## src/rtl/uart_tx_fifo.sv

```systemverilog
// uart_tx_fifo: buffered UART transmitter. A FIFO absorbs single-cycle store strobes and a serializer sends each byte LSB first.
// Optional macro UART_TX_PARITY_EN adds an even parity bit, giving 8E1 instead of 8N1.
// Ports:
//   clk, rst (async, active-high)
//   uart_we, wr_data[7:0]      byte enqueue strobe and data
//   ovf_clr                    clears the sticky overflow flag
//   full, empty, level         FIFO status, taken from the registered count
//   busy                       serializer is not idle
//   overflow                   sticky flag: a write was dropped
//   uart_tx                    registered serial line, idle high
module uart_tx_fifo #(
    parameter int DEPTH        = 16,
    parameter int CLKS_PER_BIT = 868
) (
    input  logic                     clk,
    input  logic                     rst,
    input  logic                     uart_we,
    input  logic [7:0]               wr_data,
    input  logic                     ovf_clr,
    output logic                     full,
    output logic                     empty,
    output logic [$clog2(DEPTH):0]   level,
    output logic                     busy,
    output logic                     overflow,
    output logic                     uart_tx
);
    localparam int AW = $clog2(DEPTH);
    localparam int CW = $clog2(CLKS_PER_BIT);
    localparam logic [CW-1:0] CMAX = CW'(CLKS_PER_BIT - 1);
`ifdef UART_TX_PARITY_EN
    typedef enum logic [2:0] {IDLE, START, DATA, PARITY, STOP} state_t;
    logic par;
`else
    typedef enum logic [1:0] {IDLE, START, DATA, STOP} state_t;
`endif
    state_t        state;
    logic [7:0]    mem [DEPTH];
    logic [AW-1:0] wptr, rptr;
    logic [AW:0]   count;
    logic [CW-1:0] cnt;
    logic [2:0]    idx;
    logic [7:0]    shift;
    logic          bit_end, pop, push;

    assign bit_end = cnt == CMAX;
    // The head byte is popped when idle, or at the end of a stop bit so that frames run back to back.
    assign pop     = !empty && (state == IDLE || (state == STOP && bit_end));
    // When the FIFO is full, a write is still accepted if a pop frees a slot on the same edge.
    assign push    = uart_we && (!full || pop);
    assign full    = count == (AW+1)'(DEPTH);
    assign empty   = count == '0;
    assign level   = count;
    assign busy    = state != IDLE;

    always_ff @(posedge clk)
        if (push) mem[wptr] <= wr_data;

    always_ff @(posedge clk or posedge rst) begin
        if (rst) begin
            wptr     <= '0;
            rptr     <= '0;
            count    <= '0;
            overflow <= 1'b0;
        end else begin
            if (push) wptr <= wptr + 1'b1;
            if (pop) rptr <= rptr + 1'b1;
            if (push && !pop) count <= count + 1'b1;
            else if (pop && !push) count <= count - 1'b1;
            if (uart_we && !push) overflow <= 1'b1;
            else if (ovf_clr) overflow <= 1'b0;
        end
    end

    always_ff @(posedge clk or posedge rst) begin
        if (rst) begin
            state   <= IDLE;
            cnt     <= '0;
            idx     <= '0;
            shift   <= '0;
            uart_tx <= 1'b1;
`ifdef UART_TX_PARITY_EN
            par     <= 1'b0;
`endif
        end else begin
            case (state)
                IDLE: begin
                    uart_tx <= 1'b1;
                    if (pop) begin
                        shift   <= mem[rptr];
`ifdef UART_TX_PARITY_EN
                        par     <= ^mem[rptr];
`endif
                        uart_tx <= 1'b0;
                        cnt     <= '0;
                        state   <= START;
                    end
                end
                START: begin
                    if (bit_end) begin
                        cnt     <= '0;
                        idx     <= '0;
                        uart_tx <= shift[0];
                        state   <= DATA;
                    end else cnt <= cnt + 1'b1;
                end
                DATA: begin
                    if (bit_end) begin
                        cnt   <= '0;
                        shift <= shift >> 1;
                        idx   <= idx + 1'b1;
                        if (idx == 3'd7) begin
`ifdef UART_TX_PARITY_EN
                            uart_tx <= par;
                            state   <= PARITY;
`else
                            uart_tx <= 1'b1;
                            state   <= STOP;
`endif
                        end else uart_tx <= shift[1];
                    end else cnt <= cnt + 1'b1;
                end
`ifdef UART_TX_PARITY_EN
                PARITY: begin
                    if (bit_end) begin
                        cnt     <= '0;
                        uart_tx <= 1'b1;
                        state   <= STOP;
                    end else cnt <= cnt + 1'b1;
                end
`endif
                STOP: begin
                    if (bit_end) begin
                        cnt <= '0;
                        if (pop) begin
                            shift   <= mem[rptr];
`ifdef UART_TX_PARITY_EN
                            par     <= ^mem[rptr];
`endif
                            uart_tx <= 1'b0;
                            state   <= START;
                        end else begin
                            uart_tx <= 1'b1;
                            state   <= IDLE;
                        end
                    end else cnt <= cnt + 1'b1;
                end
                default: state <= IDLE;
            endcase
        end
    end
endmodule

```

## config.mk

```make
export PLATFORM = sky130hd
export DESIGN_NAME = uart_tx_fifo
export DESIGN_NICKNAME = d
export VERILOG_FILES = /design/src/rtl/uart_tx_fifo.sv
export SDC_FILE = /design/constraint.sdc
export NUM_CORES = 1
export LEC_CHECK = 0
export ABC_AREA = 1
export CORE_ASPECT_RATIO = 1.4
export CORE_MARGIN = 5
export CORE_UTILIZATION = 55
export CTS_BUF_LIST = sky130_fd_sc_hd__clkbuf_4 sky130_fd_sc_hd__clkbuf_8 sky130_fd_sc_hd__clkbuf_16
export DETAILED_ROUTE_END_ITERATION = 10
export GPL_TIMING_DRIVEN = 0
export PLACE_DENSITY = 0.72
export SYNTH_ARGS = -nofsm -noshare
export SYNTH_HDL_FRONTEND = slang
export SYNTH_SLANG_ARGS = --single-unit
export TNS_END_PERCENT = 5
```

## constraint.sdc

```tcl
create_clock -name clk -period 4.6 [get_ports clk]
set_clock_uncertainty 0.2 [all_clocks]
set_input_delay 0.92 -clock clk [delete_from_list [all_inputs] [get_ports clk]]
set_output_delay 0.92 -clock clk [all_outputs]
set_load 0.02 [all_outputs]
```

==> summary.txt <==
Cells and area
  • Layout cells sized above 1: 0.0867
  • N_diodes: 0
  • Commonest non-fill, non-tap cell in the layout: nand2_1
  • Area Overhead vs Synth: 13.4%
  • Layout Nets: 872
  • Most frequent cells in the layout: nand2_1 (255), edfxtp_1 (128), inv_1 (124)

Floorplanning
  • Initial Util: 0.558
  • Die Y: 151 um
  • I/O Pins: 22
  • Rows: 51
  • Core area: 0.0139 mm^2
  • Die Footprint: 0.0166 mm^2
  • Die width: 110 um

Place
  • Pre-CTS WS: 1.28 ns
  • RePlAce Congestion: 0.884
  • I/O Buffers: 21
  • Hpwl dp: 12600 um

Route
  • DR WL/cell: 17.3 um
  • Final ANT Viol Nets: 0
  • Vias: 5483
  • Drt total wl: 18000 um
  • Iter 0 DRT Violations: 377
  • Drt via density: 5.28
  • # DRC: 0
  • DRT Pass-1 Iters: 6

Clocking
  • Clock transition at the registers of the reported paths: 0.06 ns
  • Post-CTS Resized: 0
  • Hold-fix buffers, CTS: 0
  • Root Buffer: clkbuf_16
  • H-tree lvl count: 4
  • Clock sinks: 166
  • CTS tree: built
  • Clock insertion delay at the later pin of the skew report: 0.43 ns
  • Max Root-Sink Buffers: 2
  • Cts bufs inserted: 17
  • Postcts setup bufs: 0

Yosys
  • Main area contributors after synthesis: edfxtp_1 (50%), nand2_1 (12%), dfrtp_1 (12%), nand3_1 (6.6%), inv_1 (6.0%)
  • Number of synthesized flops with an enable pin: 128
  • Synthesized cell area: 0.00776 mm^2
  • Net Count, Synth: 831
  • Synth Register Bits: 166
  • Post-synth top area share: 0.495
  • Syn. warnings: 0
  • Post-synth top area cell: edfxtp_1
  • Yosys cell types: 37
  • Cells after Synth: 800
  • Ys flop type: edfxtp_1
  • Async SR Flop Fraction: 0.229
  • Sequential cell area fraction in the yosys report: 0.618
  • Avg Cell Area, Syn: 9.70 um^2

Setup path
  • Crit path capture type: output pin
  • Delay of the slowest critical-path stage: 0.65 ns
  • Crit path buf inv count: 3
  • Crit-path slowest cell: clkdlybuf4s50_1
  • Crit Path Max Fanout: 6
  • CP required: 3.48 ns
  • CP dominant cell by count: inv_1
  • CP Launch Type: flip-flop
  • CP Data Arrival Time: 2.12 ns
  • Crit path cell chain: inv_1 -> ha_1 -> inv_1 -> clkdlybuf4s50_1
  • Delay-heaviest family, CP: buffers and inverters
  • Setup CP Type: reg -> out

Timing
  • RSZ-0062 raised after global routing: false
  • Fin. max-slew vios: 0
  • Rel. slew slack: 0.0650
  • Fmax: 309 MHz
  • Setup-failing EPs final: 0
  • Fin crit share: 0.704
  • Final setup TNS: 0 ns
  • Final WS setup: 1.36 ns
  • Final min period: 3.24 ns
  • Worst hold slack: 0.283 ns
  • Hold Violations, Final: 0
  • Worst Tran Pin Value: 1.39 ns

Worst hold path
  • Min-delay worst type: reg -> reg

Power and ir drop
  • Max VDD drop: 0.000307 V
  • Static leakage: 3.85 nW
  • PD cells: 430 mW/mm^2

Global route
  • First-pass GRT wire length: 28800 um
  • Vias in the first global route: 5423
  • Overflow after GRT: 0
  • GRT Total Usage: 0.236
  • Initial antenna violation count: 0
  • Pin count of the biggest net entering global routing: 39

Flow run
  • Max_cap viols: 0

Outcome
  • Status: complete, no violations
-- routing by layer --
layer | share of wire | global-route usage
met1 | 0.39 | 0.292
met2 | 0.53 | 0.410
met3 | 0.049 | 0.0365
met4 | 0.031 | 0.0924
met5 | 0 | 0
-- stage by stage --
step                      cells  power, mW  utilization  area (um^2)
after CTS                  1039       3.80        0.633         8800
final                      1039       3.79        0.633         8800
after detailed placement   1007       2.39        0.590         8210
after global routing       1039       3.95        0.633         8800
after global placement     1006       2.36        0.590         8200
after floorplan             800       2.19            -         7760
-- cells in the mapped netlist, drive strengths merged, types with 2 or more instances --
cell type and n:
nand2 260, edfxtp 128, inv 125, nand3 104
dfrtp 37, nor2 25, o21ai 25, buf 23
ha 18, nor3 17, xor2 10, a21oi 6
clkbuf 6, o22ai 3, a31oi 2, clkinv 2
o31ai 2, xnor2 2
-- flip-flops by register name (all words and copies together), names as in the netlist --
signal,flops
cnt,10
mem,128
level,5
rptr,4
overflow,1
idx,3
uart_tx,1
wptr,4
shift,8
state,2
-- worst paths after layout --
check	from	slack, ns	cells after the start	end
hold reg to reg	uart_tx$_DFFE_PP1P_	0.28	2	uart_tx$_DFFE_PP1P_
setup reg to reg	state[0]$_DFFE_PP0P_	1.38	17	level[3]$_DFFE_PP0P_
hold / removal	uart_tx$_DFFE_PP1P_	0.28	2	uart_tx$_DFFE_PP1P_
min in group asynchronous	rst	0.78	2	level[3]$_DFFE_PP0P_
max in group asynchronous	rst	2.87	2	shift[5]$_DFFE_PP0P_
setup / recovery	state[0]$_DFFE_PP0P_	1.36	4	busy
-- power breakdown --
part	switching (mW)	internal [mW]	total, mW
Combinational	0.349	0.182	0.531
Clock	0.602	0.819	1.42
Sequential	0.0676	1.77	1.83
Total	1.02	2.77	3.79
-- tightest hold or removal path, delay by kind of cell (launching register included) --
| family | cells | cell delay (ns) |
|---|---|---|
| flops | 1 | 0.37 |
| simple gates | 2 | 0.11 |
-- final cells by class --
type / instances / area, um^2
Fill cell: 1177 / 5110
Sequential cell: 166 / 4800
Multi-Input combinational cell: 478 / 2330
Inverter: 127 / 482
Clock buffer: 18 / 439
Tap cell: 185 / 231
Timing Repair Buffer: 22 / 215
Buffer: 29 / 156
Clock inverter: 14 / 150
-- kinds of logic after synthesis --
kind of cell,share of synthesized area
compound gates,0.0313
xor+xnor,0.0135
fa+ha+maj,0.0316
buf+inv,0.0822
flops,0.618
simple gates,0.223
No activity file was read; power rests on OpenSTA's default activity.
==> RTL edit (config.mk and constraints unchanged) <==
The parameter `DEPTH` goes from 16 to 32.
--- a/src/rtl/uart_tx_fifo.sv
+++ b/src/rtl/uart_tx_fifo.sv
@@ -9,7 +9,7 @@
 //   overflow                   sticky flag: a write was dropped
 //   uart_tx                    registered serial line, idle high
 module uart_tx_fifo #(
-    parameter int DEPTH        = 16,
+    parameter int DEPTH        = 32,
     parameter int CLKS_PER_BIT = 868
 ) (
     input  logic                     clk,
Ports: changed (resized level); port bits go from 22 to 23. The function was not compared with the original's and may differ.
==> RTL edit against the unedited design <==
  * Largest cell class unchanged
  * Wire length increased by 76%
  * Setup slack worse by 0.22 ns
  * Count of clock-buffer cells in the layout up 14
  * Cell area rose by 63%
  * Sequential power grew 75%
  * Power increased by 58%
  * Final cell count increased by 51%
  * Clock power up 51%
  * First-iteration DRC count is 87% higher
  * Sequential cell count grew 131
  * Synthesized area rose by 67%
==> RTL edit: results (changes against the unedited design) <==
[synth]
yosysSeqAreaShare_pct = 67.4  ; was 61.8%
synth-adder-area-share_pct = 1.99  ; was 3.16%
synth-seq-cells = 297  ; was 166
synthTopCellsByArea = sky130_fd_sc_hd__edfxtp_1, sky130_fd_sc_hd__nand2_1, sky130_fd_sc_hd__dfrtp_1  ; unchanged
synth_edf_count = 256  ; was 128

[grt]
grt_use_met2_pct = 41.2  ; was 41.0%
globalRouteMet3Util_pct = 3.40  ; was 3.65%
gr-usage-met1_pct = 28.9  ; was 29.2%
first_pass_grt_wire_length_um = 48600  ; was 28800 um

[drt]
drtPass1Iterations = 5  ; was 6
routed-wl-met3_um = 2410  ; was 887 um
met1_length_um = 11600  ; was 7020 um
wl_um = 31600  ; was 18000 um
drt_first_iter_violations = 705  ; was 377
total_via_count_in_the_routed_design = 8811  ; was 5483

[finish]
clockBufferCount = 32  ; was 18
sh_seq_area_pct = 60.7  ; was 54.5%
nonClockBufferCount = 75  ; was 51

[setup_path]
critPathMaxFanout = 10  ; was 6
cpMaxStageDelayCell = sky130_fd_sc_hd__dfrtp_1  ; was sky130_fd_sc_hd__clkdlybuf4s50_1
cp_top_family = simple AND/OR/NAND/NOR gates  ; was buffers and inverters
worst_path_largest_cell_delay_ns = 0.46  ; was 0.65 ns

[placement]
gp_routability_congestion = 0.989  ; was 0.884
numPlacedInstances = 1524  ; was 1007

[outcome]
outcome = completed  ; unchanged

[power_and_ir_drop]
power.static_leakage_uw = 0.00548  ; was 0.00385 uW
peakVddDrop_v = 0.000240  ; was 0.000307 V
powerDensity_mw_per_mm2 = 417  ; was 430 mW/mm^2

[cts]
tritoncts.num_buffers = 27  ; was 17
insertion_delay_ns = 0.53  ; was 0.43 ns

## RTL edit: changes by cell type after synthesis, sizes merged, moves of 3 or more
cell / delta
clkbuf: +4
nor2: +177
o211ai: +3
inv: -79
nor3: -16
a21oi: +19
dfrtp: +3
nand3: +13
o21ai: +58
edfxtp: +128
nand2: +61
or2: +3
buf: +20
## RTL edit: worst paths after layout
path | from | end | slack (ns) | cells past startpoint
worst max-delay path | state[0] | level[5] | 1.14 | 19
worst min-delay path | uart_tx | uart_tx | 0.27 | 2
worst max register to register | state[0] | level[5] | 1.14 | 19
worst min register to register | uart_tx | uart_tx | 0.27 | 2
max in group asynchronous | rst | rptr[4] | 2.94 | 2
min in group asynchronous | rst | level[3] | 0.70 | 2
## RTL edit: where the power goes
| part | internal (uW) | total [uW] | switching [uW] |
|---|---|---|---|
| combinational | 212 | 651 | 439 |
| sequential | 3110 | 3200 | 90.2 |
| clock | 1210 | 2150 | 933 |
| total | 4530 | 5990 | 1460 |
